File: src/rtl/fifo_burst_reader_if.sv
// rtl/fifo_burst_reader_if.sv - FIFO read port and packed output stream bundle for fifo_burst_reader
interface fifo_burst_reader_if #(
    parameter int DATA_W = 8,
    parameter int PACK   = 4
);
    localparam int OUT_W = DATA_W * PACK;

    // FIFO read side
    logic              fifo_empty;
    logic [DATA_W-1:0] fifo_dout;
    logic              fifo_rd_en;

    // Packed word stream toward the datapath
    logic [OUT_W-1:0]  out_data;
    logic [PACK-1:0]   out_keep;
    logic              out_valid;
    logic              out_last;
    logic              out_ready;

    // The reader engine
    modport master (
        input  fifo_empty,
        input  fifo_dout,
        input  out_ready,
        output fifo_rd_en,
        output out_data,
        output out_keep,
        output out_valid,
        output out_last
    );

    // The FIFO plus downstream consumer
    modport slave (
        output fifo_empty,
        output fifo_dout,
        output out_ready,
        input  fifo_rd_en,
        input  out_data,
        input  out_keep,
        input  out_valid,
        input  out_last
    );
endinterface

File: src/rtl/fifo_burst_reader.sv
// rtl/fifo_burst_reader.sv - drains a programmed byte burst from the FIFO and packs it into output words
module fifo_burst_reader #(
    parameter int DATA_W = 8,
    parameter int PACK   = 4,
    parameter int LEN_W  = 8
) (
    input  logic             clk,
    input  logic             rst_n,
    input  logic             start,
    input  logic [LEN_W-1:0] burst_len,
    output logic             busy,
    output logic             done,
    fifo_burst_reader_if.master bus
);
    localparam int OUT_W  = DATA_W * PACK;
    localparam int FILL_W = $clog2(PACK + 1);

    typedef enum logic [1:0] {
        S_IDLE,
        S_READ,
        S_DONE
    } state_t;

    state_t state;
    state_t state_nxt;

    logic [LEN_W-1:0]  remaining;
    logic [FILL_W-1:0] fill;
    logic              inflight;
    logic [OUT_W-1:0]  pack_q;

    logic [OUT_W-1:0]  out_data_q;
    logic [PACK-1:0]   out_keep_q;
    logic              out_valid_q;
    logic              out_last_q;

    logic              rd_en;
    logic              accept;
    logic              out_free;
    logic              handoff;
    logic              word_last;
    logic              start_burst;
    logic [FILL_W-1:0] fill_eff;
    logic [OUT_W-1:0]  pack_eff;
    logic [OUT_W-1:0]  word_masked;
    logic [PACK-1:0]   keep_eff;

    // Issue/landing/handoff decisions; the landing byte is folded in so a word
    // completed this cycle can be handed off without waiting an extra cycle.
    always_comb begin
        accept      = out_valid_q && bus.out_ready;
        out_free    = !out_valid_q || accept;
        start_burst = (state == S_IDLE) && start && (burst_len != '0);
        rd_en       = (state == S_READ) && !bus.fifo_empty && (remaining != '0)
                      && ((fill + FILL_W'(inflight)) < FILL_W'(PACK));

        pack_eff = pack_q;
        for (int i = 0; i < PACK; i++) begin
            if (inflight && (fill == FILL_W'(i))) begin
                pack_eff[i*DATA_W +: DATA_W] = bus.fifo_dout;
            end
        end
        fill_eff = fill + FILL_W'(inflight);

        // No pops left to issue and the one in flight lands now: nothing outstanding.
        word_last = (remaining == '0);
        handoff   = (state == S_READ) && out_free
                    && ((fill_eff == FILL_W'(PACK)) || ((fill_eff != '0) && word_last));

        keep_eff    = '0;
        word_masked = '0;
        for (int i = 0; i < PACK; i++) begin
            if (FILL_W'(i) < fill_eff) begin
                keep_eff[i]                     = 1'b1;
                word_masked[i*DATA_W +: DATA_W] = pack_eff[i*DATA_W +: DATA_W];
            end
        end
    end

    // Burst sequencing state register
    always_ff @(posedge clk or negedge rst_n) begin
        if (!rst_n) begin
            state <= S_IDLE;
        end else begin
            state <= state_nxt;
        end
    end

    // Next state: zero-length bursts go straight to DONE, real bursts end on last-word accept
    always_comb begin
        state_nxt = state;
        case (state)
            S_IDLE: begin
                if (start) begin
                    state_nxt = (burst_len == '0) ? S_DONE : S_READ;
                end
            end
            S_READ: begin
                if (accept && out_last_q) begin
                    state_nxt = S_DONE;
                end
            end
            S_DONE: begin
                state_nxt = S_IDLE;
            end
            default: begin
                state_nxt = S_IDLE;
            end
        endcase
    end

    // Byte counter, in-flight tracking, pack register and output register
    always_ff @(posedge clk or negedge rst_n) begin
        if (!rst_n) begin
            remaining   <= '0;
            fill        <= '0;
            inflight    <= 1'b0;
            pack_q      <= '0;
            out_data_q  <= '0;
            out_keep_q  <= '0;
            out_valid_q <= 1'b0;
            out_last_q  <= 1'b0;
        end else begin
            if (start_burst) begin
                remaining <= burst_len;
                fill      <= '0;
                inflight  <= 1'b0;
                pack_q    <= '0;
            end else if (state == S_READ) begin
                inflight <= rd_en;
                if (rd_en) begin
                    remaining <= remaining - LEN_W'(1);
                end
                if (handoff) begin
                    fill   <= '0;
                    pack_q <= '0;
                end else begin
                    fill   <= fill_eff;
                    pack_q <= pack_eff;
                end
            end

            if (handoff) begin
                out_data_q  <= word_masked;
                out_keep_q  <= keep_eff;
                out_last_q  <= word_last;
                out_valid_q <= 1'b1;
            end else if (accept) begin
                out_valid_q <= 1'b0;
            end
        end
    end

    assign bus.fifo_rd_en = rd_en;
    assign bus.out_data   = out_data_q;
    assign bus.out_keep   = out_keep_q;
    assign bus.out_valid  = out_valid_q;
    assign bus.out_last   = out_last_q;
    assign busy           = (state == S_READ);
    assign done           = (state == S_DONE);
endmodule

File: src/flat_wrapper.sv
// flat-port wrapper written by rule: the top's interface ports become plain ports
module fifo_burst_reader_flat 
#(
    parameter int DATA_W = 8,
    parameter int PACK   = 4,
    parameter int LEN_W  = 8
)
  (clk, rst_n, start, burst_len, busy, done, bus_fifo_empty, bus_fifo_dout, bus_out_ready, bus_fifo_rd_en, bus_out_data, bus_out_keep, bus_out_valid, bus_out_last);
  fifo_burst_reader_if #(.DATA_W(DATA_W), .PACK(PACK)) bus_i ();
  input  logic clk;
  input  logic rst_n;
  input  logic start;
  input  logic [LEN_W-1:0] burst_len;
  output logic busy;
  output logic done;
  input wire logic [$bits(bus_i.fifo_empty)-1:0] bus_fifo_empty;
  input wire logic [$bits(bus_i.fifo_dout)-1:0] bus_fifo_dout;
  input wire logic [$bits(bus_i.out_ready)-1:0] bus_out_ready;
  output wire logic [$bits(bus_i.fifo_rd_en)-1:0] bus_fifo_rd_en;
  output wire logic [$bits(bus_i.out_data)-1:0] bus_out_data;
  output wire logic [$bits(bus_i.out_keep)-1:0] bus_out_keep;
  output wire logic [$bits(bus_i.out_valid)-1:0] bus_out_valid;
  output wire logic [$bits(bus_i.out_last)-1:0] bus_out_last;
  assign bus_i.fifo_empty = bus_fifo_empty;
  assign bus_i.fifo_dout = bus_fifo_dout;
  assign bus_i.out_ready = bus_out_ready;
  assign bus_fifo_rd_en = bus_i.fifo_rd_en;
  assign bus_out_data = bus_i.out_data;
  assign bus_out_keep = bus_i.out_keep;
  assign bus_out_valid = bus_i.out_valid;
  assign bus_out_last = bus_i.out_last;
  fifo_burst_reader #(.DATA_W(DATA_W), .PACK(PACK), .LEN_W(LEN_W)) u_core (.clk(clk), .rst_n(rst_n), .start(start), .burst_len(burst_len), .busy(busy), .done(done), .bus(bus_i));
endmodule
File: config.mk
export PLATFORM = sky130hd
export DESIGN_NAME = fifo_burst_reader_flat
export DESIGN_NICKNAME = d
export VERILOG_FILES = /design/src/rtl/fifo_burst_reader_if.sv /design/src/rtl/fifo_burst_reader.sv /design/src/flat_wrapper.sv
export SDC_FILE = /design/constraint.sdc
export NUM_CORES = 1
export LEC_CHECK = 0
export ABC_AREA = 1
export CORE_MARGIN = 8
export CORE_UTILIZATION = 59
export DETAILED_ROUTE_END_ITERATION = 12
export PLACE_DENSITY = 0.83
export SYNTH_ARGS = -nofsm -noshare
export SYNTH_HDL_FRONTEND = slang
export SYNTH_SLANG_ARGS = --single-unit
File: constraint.sdc
create_clock -name clk -period 2.8 [get_ports clk]
set_input_delay 0.28 -clock clk [delete_from_list [all_inputs] [get_ports clk]]
set_output_delay 0.28 -clock clk [all_outputs]
set_load 0.05 [all_outputs]
==> results.cfg <==
[run_status]
status = completed

[setup_path]
cp_cell_sequence = ha_1, ha_1, inv_1, nand2_1, nand2_2, nand2_1, nor2_4, buf_4
cp.arrival_ns = 2.04
r2r_slack_ns = 0.73
end_kind = output pin
max_stage_delay_ns = 0.45
crit_path_max_fanout = 7
criticalPathCategory = reg2out
cp_num_buf_inv = 2
critPathSlowestCell = dfrtp_1
crit_family = simple AND/OR/NAND/NOR gates
required_ns = 2.52
cp-start-kind = flip-flop

[logic_synthesis]
synth_nets = 625
ys_ff_latch = 84
synth_compound_area_share_pct = 4.73
synth_top_family_by_area = simple AND/OR/NAND/NOR gates
synth_area_leaders = dfrtp_1, nand2_1, nand3_1
syn-cell-area_um2 = 4530
synthAdderAreaFrac_pct = 1.11
synth-xor-area-share_pct = 0.387
yosysTopAreaCell = dfrtp_1
yosysSeqAreaShare_pct = 46.4
yosysWarnings = 0
muxShareOfSynthArea_pct = 0
post_synth.cell_area_avg_um2 = 7.55
synthCells = 600
synth_edf_count = 0
yosys.area_share.simple_pct = 39.8
synth_top_area_share_pct = 46.4
synthArstFlopShare_pct = 100
synth.distinct_cells = 30
synth_flop_cell = dfrtp_1

[timing]
fin_crit_sh_pct = 82.9
rsz0062_at_grt = no
finalWorstSetupSlack_ns = 0.480
final.setup_skew_ns = 0.0111
slew-limit-headroom_pct = 31.5
drv_slew = 0
hold_violations = 0
post-route-min-period_ns = 2.32
tightest_slew_ns = 1.03
fmax_mhz = 431
finalSetupViolations = 0
setup_tns_ns = 0

[layout]
final_common_cell = nand2_1
finalInstanceArea_um2 = 5290
nets = 673
final_layout_size_suffix_gt1_share_pct = 6.89
antenna_cells = 0
finalNonFillerCells = 755
final_cell_mix = nand2_1, nand3_1, dfrtp_1
area_growth_syn_to_layout_pct = 16.9

[floorplanning]
die_h_um = 104
io_pins = 62
start_util_pct = 59.8
row_count = 32
die_area_um2 = 10700
core-area_um2 = 7570
die_w_um = 104

[grt]
grt_max_degree = 85
grt_util_all_layers_pct = 21.1
antenna_found_initial = 0
grt_pass1_wl_um = 19200
grt_pass1_vias = 4069
grt-ovfl-total = 0

[cts]
clkTransAtPathRegs_ns = 0.09
cts_resized = 0
numClockSinks = 84
clock_path_buffers = 2
cts_hold_buf = 0
cts_max_level = 3
numCtsBuffers = 9
postCtsSetupBuffers = 0
clock_latency_ns = 0.36
ctsRootBufferMaster = clkbuf_8
cts_tree = done

[route]
vias_per_cell = 5.50
dr.max_layer_used = met4
ant_nets = 0
dr.pass1.iters = 7
wl_um = 11000
wl_per_cell_um = 14.6
drc = 0
vias = 4151
drtIter0Drc = 371
wl_met3_um = 729
met2_length_um = 5150
met1_length_um = 4960

[pwr]
p_per_area_nw_per_um2 = 1300
ir_drop_mv = 0.948
leakage_nw = 2.78

[flow_run]
maxCapViolCount = 0

[placed_design]
dp_cells = 739
dpl_cell_area_um2 = 5110
io_buffers = 61
routabilityCongestion = 0.855
pre_cts_ws_ns = 0.731
dp_hpwl_um = 7540

[hold_path]
hp-class = in2async
[layout make-up]
class | instances | area (um2)
repair buffers | 67 | 651
multi-input cells | 450 | 2090
well taps | 102 | 128
inverters | 36 | 138
clock buffers | 10 | 138
fillers | 601 | 2270
flip-flops and latches | 84 | 2100
clock inverters | 6 | 46.3
[layer usage]
| layer | vias up | track usage [%] |
|---|---|---|
| met3 | 24 | 5.89 |
| met4 | 0 | 7.97 |
| met5 | - | 0 |
| met1 | 1914 | 27.0 |
| met2 | 158 | 33.3 |
| li1 | 2055 | - |
[registers in the layout, summed over array words and instances, names as in the netlist]
| register | cells |
|---|---|
| u_core.bus.out_data | 32 |
| u_core.bus.out_keep | 4 |
| u_core.bus.out_last | 1 |
| u_core.bus.out_valid | 1 |
| u_core.fill | 3 |
| u_core.inflight | 1 |
| u_core.pack_q | 32 |
| u_core.remaining | 8 |
| u_core.state | 2 |
[worst paths after layout]
check                           cells past startpoint                      to                    from
worst max-delay path                                8          bus_fifo_rd_en          u_core.fill[0]
worst min-delay path                                1  u_core.bus.out_keep[1]                   rst_n
worst max register to register                     10       u_core.pack_q[28]          u_core.fill[0]
worst min register to register                      2  u_core.bus.out_data[1]  u_core.bus.out_data[1]
max in group asynchronous                           1         u_core.state[0]                   rst_n
min in group clk                                    2  u_core.bus.out_data[1]  u_core.bus.out_data[1]
[report_power, final]
part / total (W) / internal [W] / switching (W) / leakage, nW
clock network: 0.000820 / 0.000354 / 0.000466 / 0.0897
logic: 0.00399 / 0.00119 / 0.00281 / 1.59
registers: 0.00205 / 0.00171 / 0.000337 / 1.10
total: 0.00686 / 0.00325 / 0.00361 / 2.78
[per-stage QoR]
step / hold slack (ns) / utilization, % / total power, W
after CTS: 0.140 / 69.9 / 0.00687
after floorplan: -0.0156 / - / 0.00505
after detailed placement: 0.452 / 67.5 / 0.00604
after global placement: 0.451 / 67.5 / 0.00594
after global routing: 0.193 / 69.9 / 0.00738
final: 0.104 / 69.9 / 0.00686
[logic make-up (layout without fill, tap and decap cells)]
group | count (synthesis) | in the layout
buf+inv | 66 | 119
fa+ha+maj | 4 | 4
compound gates | 41 | 41
xor+xnor | 2 | 2
flops | 84 | 84
simple gates | 403 | 403
[synth_stat cells, types with 2 or more instances]
cell type  count
clkbuf_1       9
o21ai_1       11
nand4_1       24
o21bai_1       2
nor2_2         3
inv_2          2
a21oi_1       27
nand2_1      235
buf_6          9
buf_2          7
buf_4          4
nor2_4         3
nand3_1      102
ha_1           4
dfrtp_1       84
nand2_2        4
nor2_1        26
inv_1         32
[worst reg2reg max path, stage by stage (launching register included)]
cell and delay (ns):
dfrtp_1 0.45, ha_1 0.21, ha_1 0.19, nand2_1 0.07, nand2_2 0.11, inv_4 0.14, nand3_2 0.10, nand2_4 0.17
nand2_8 0.29, nand2_1 0.16, nand2_1 0.06
Note: power is estimated with default switching activity, not from simulation.
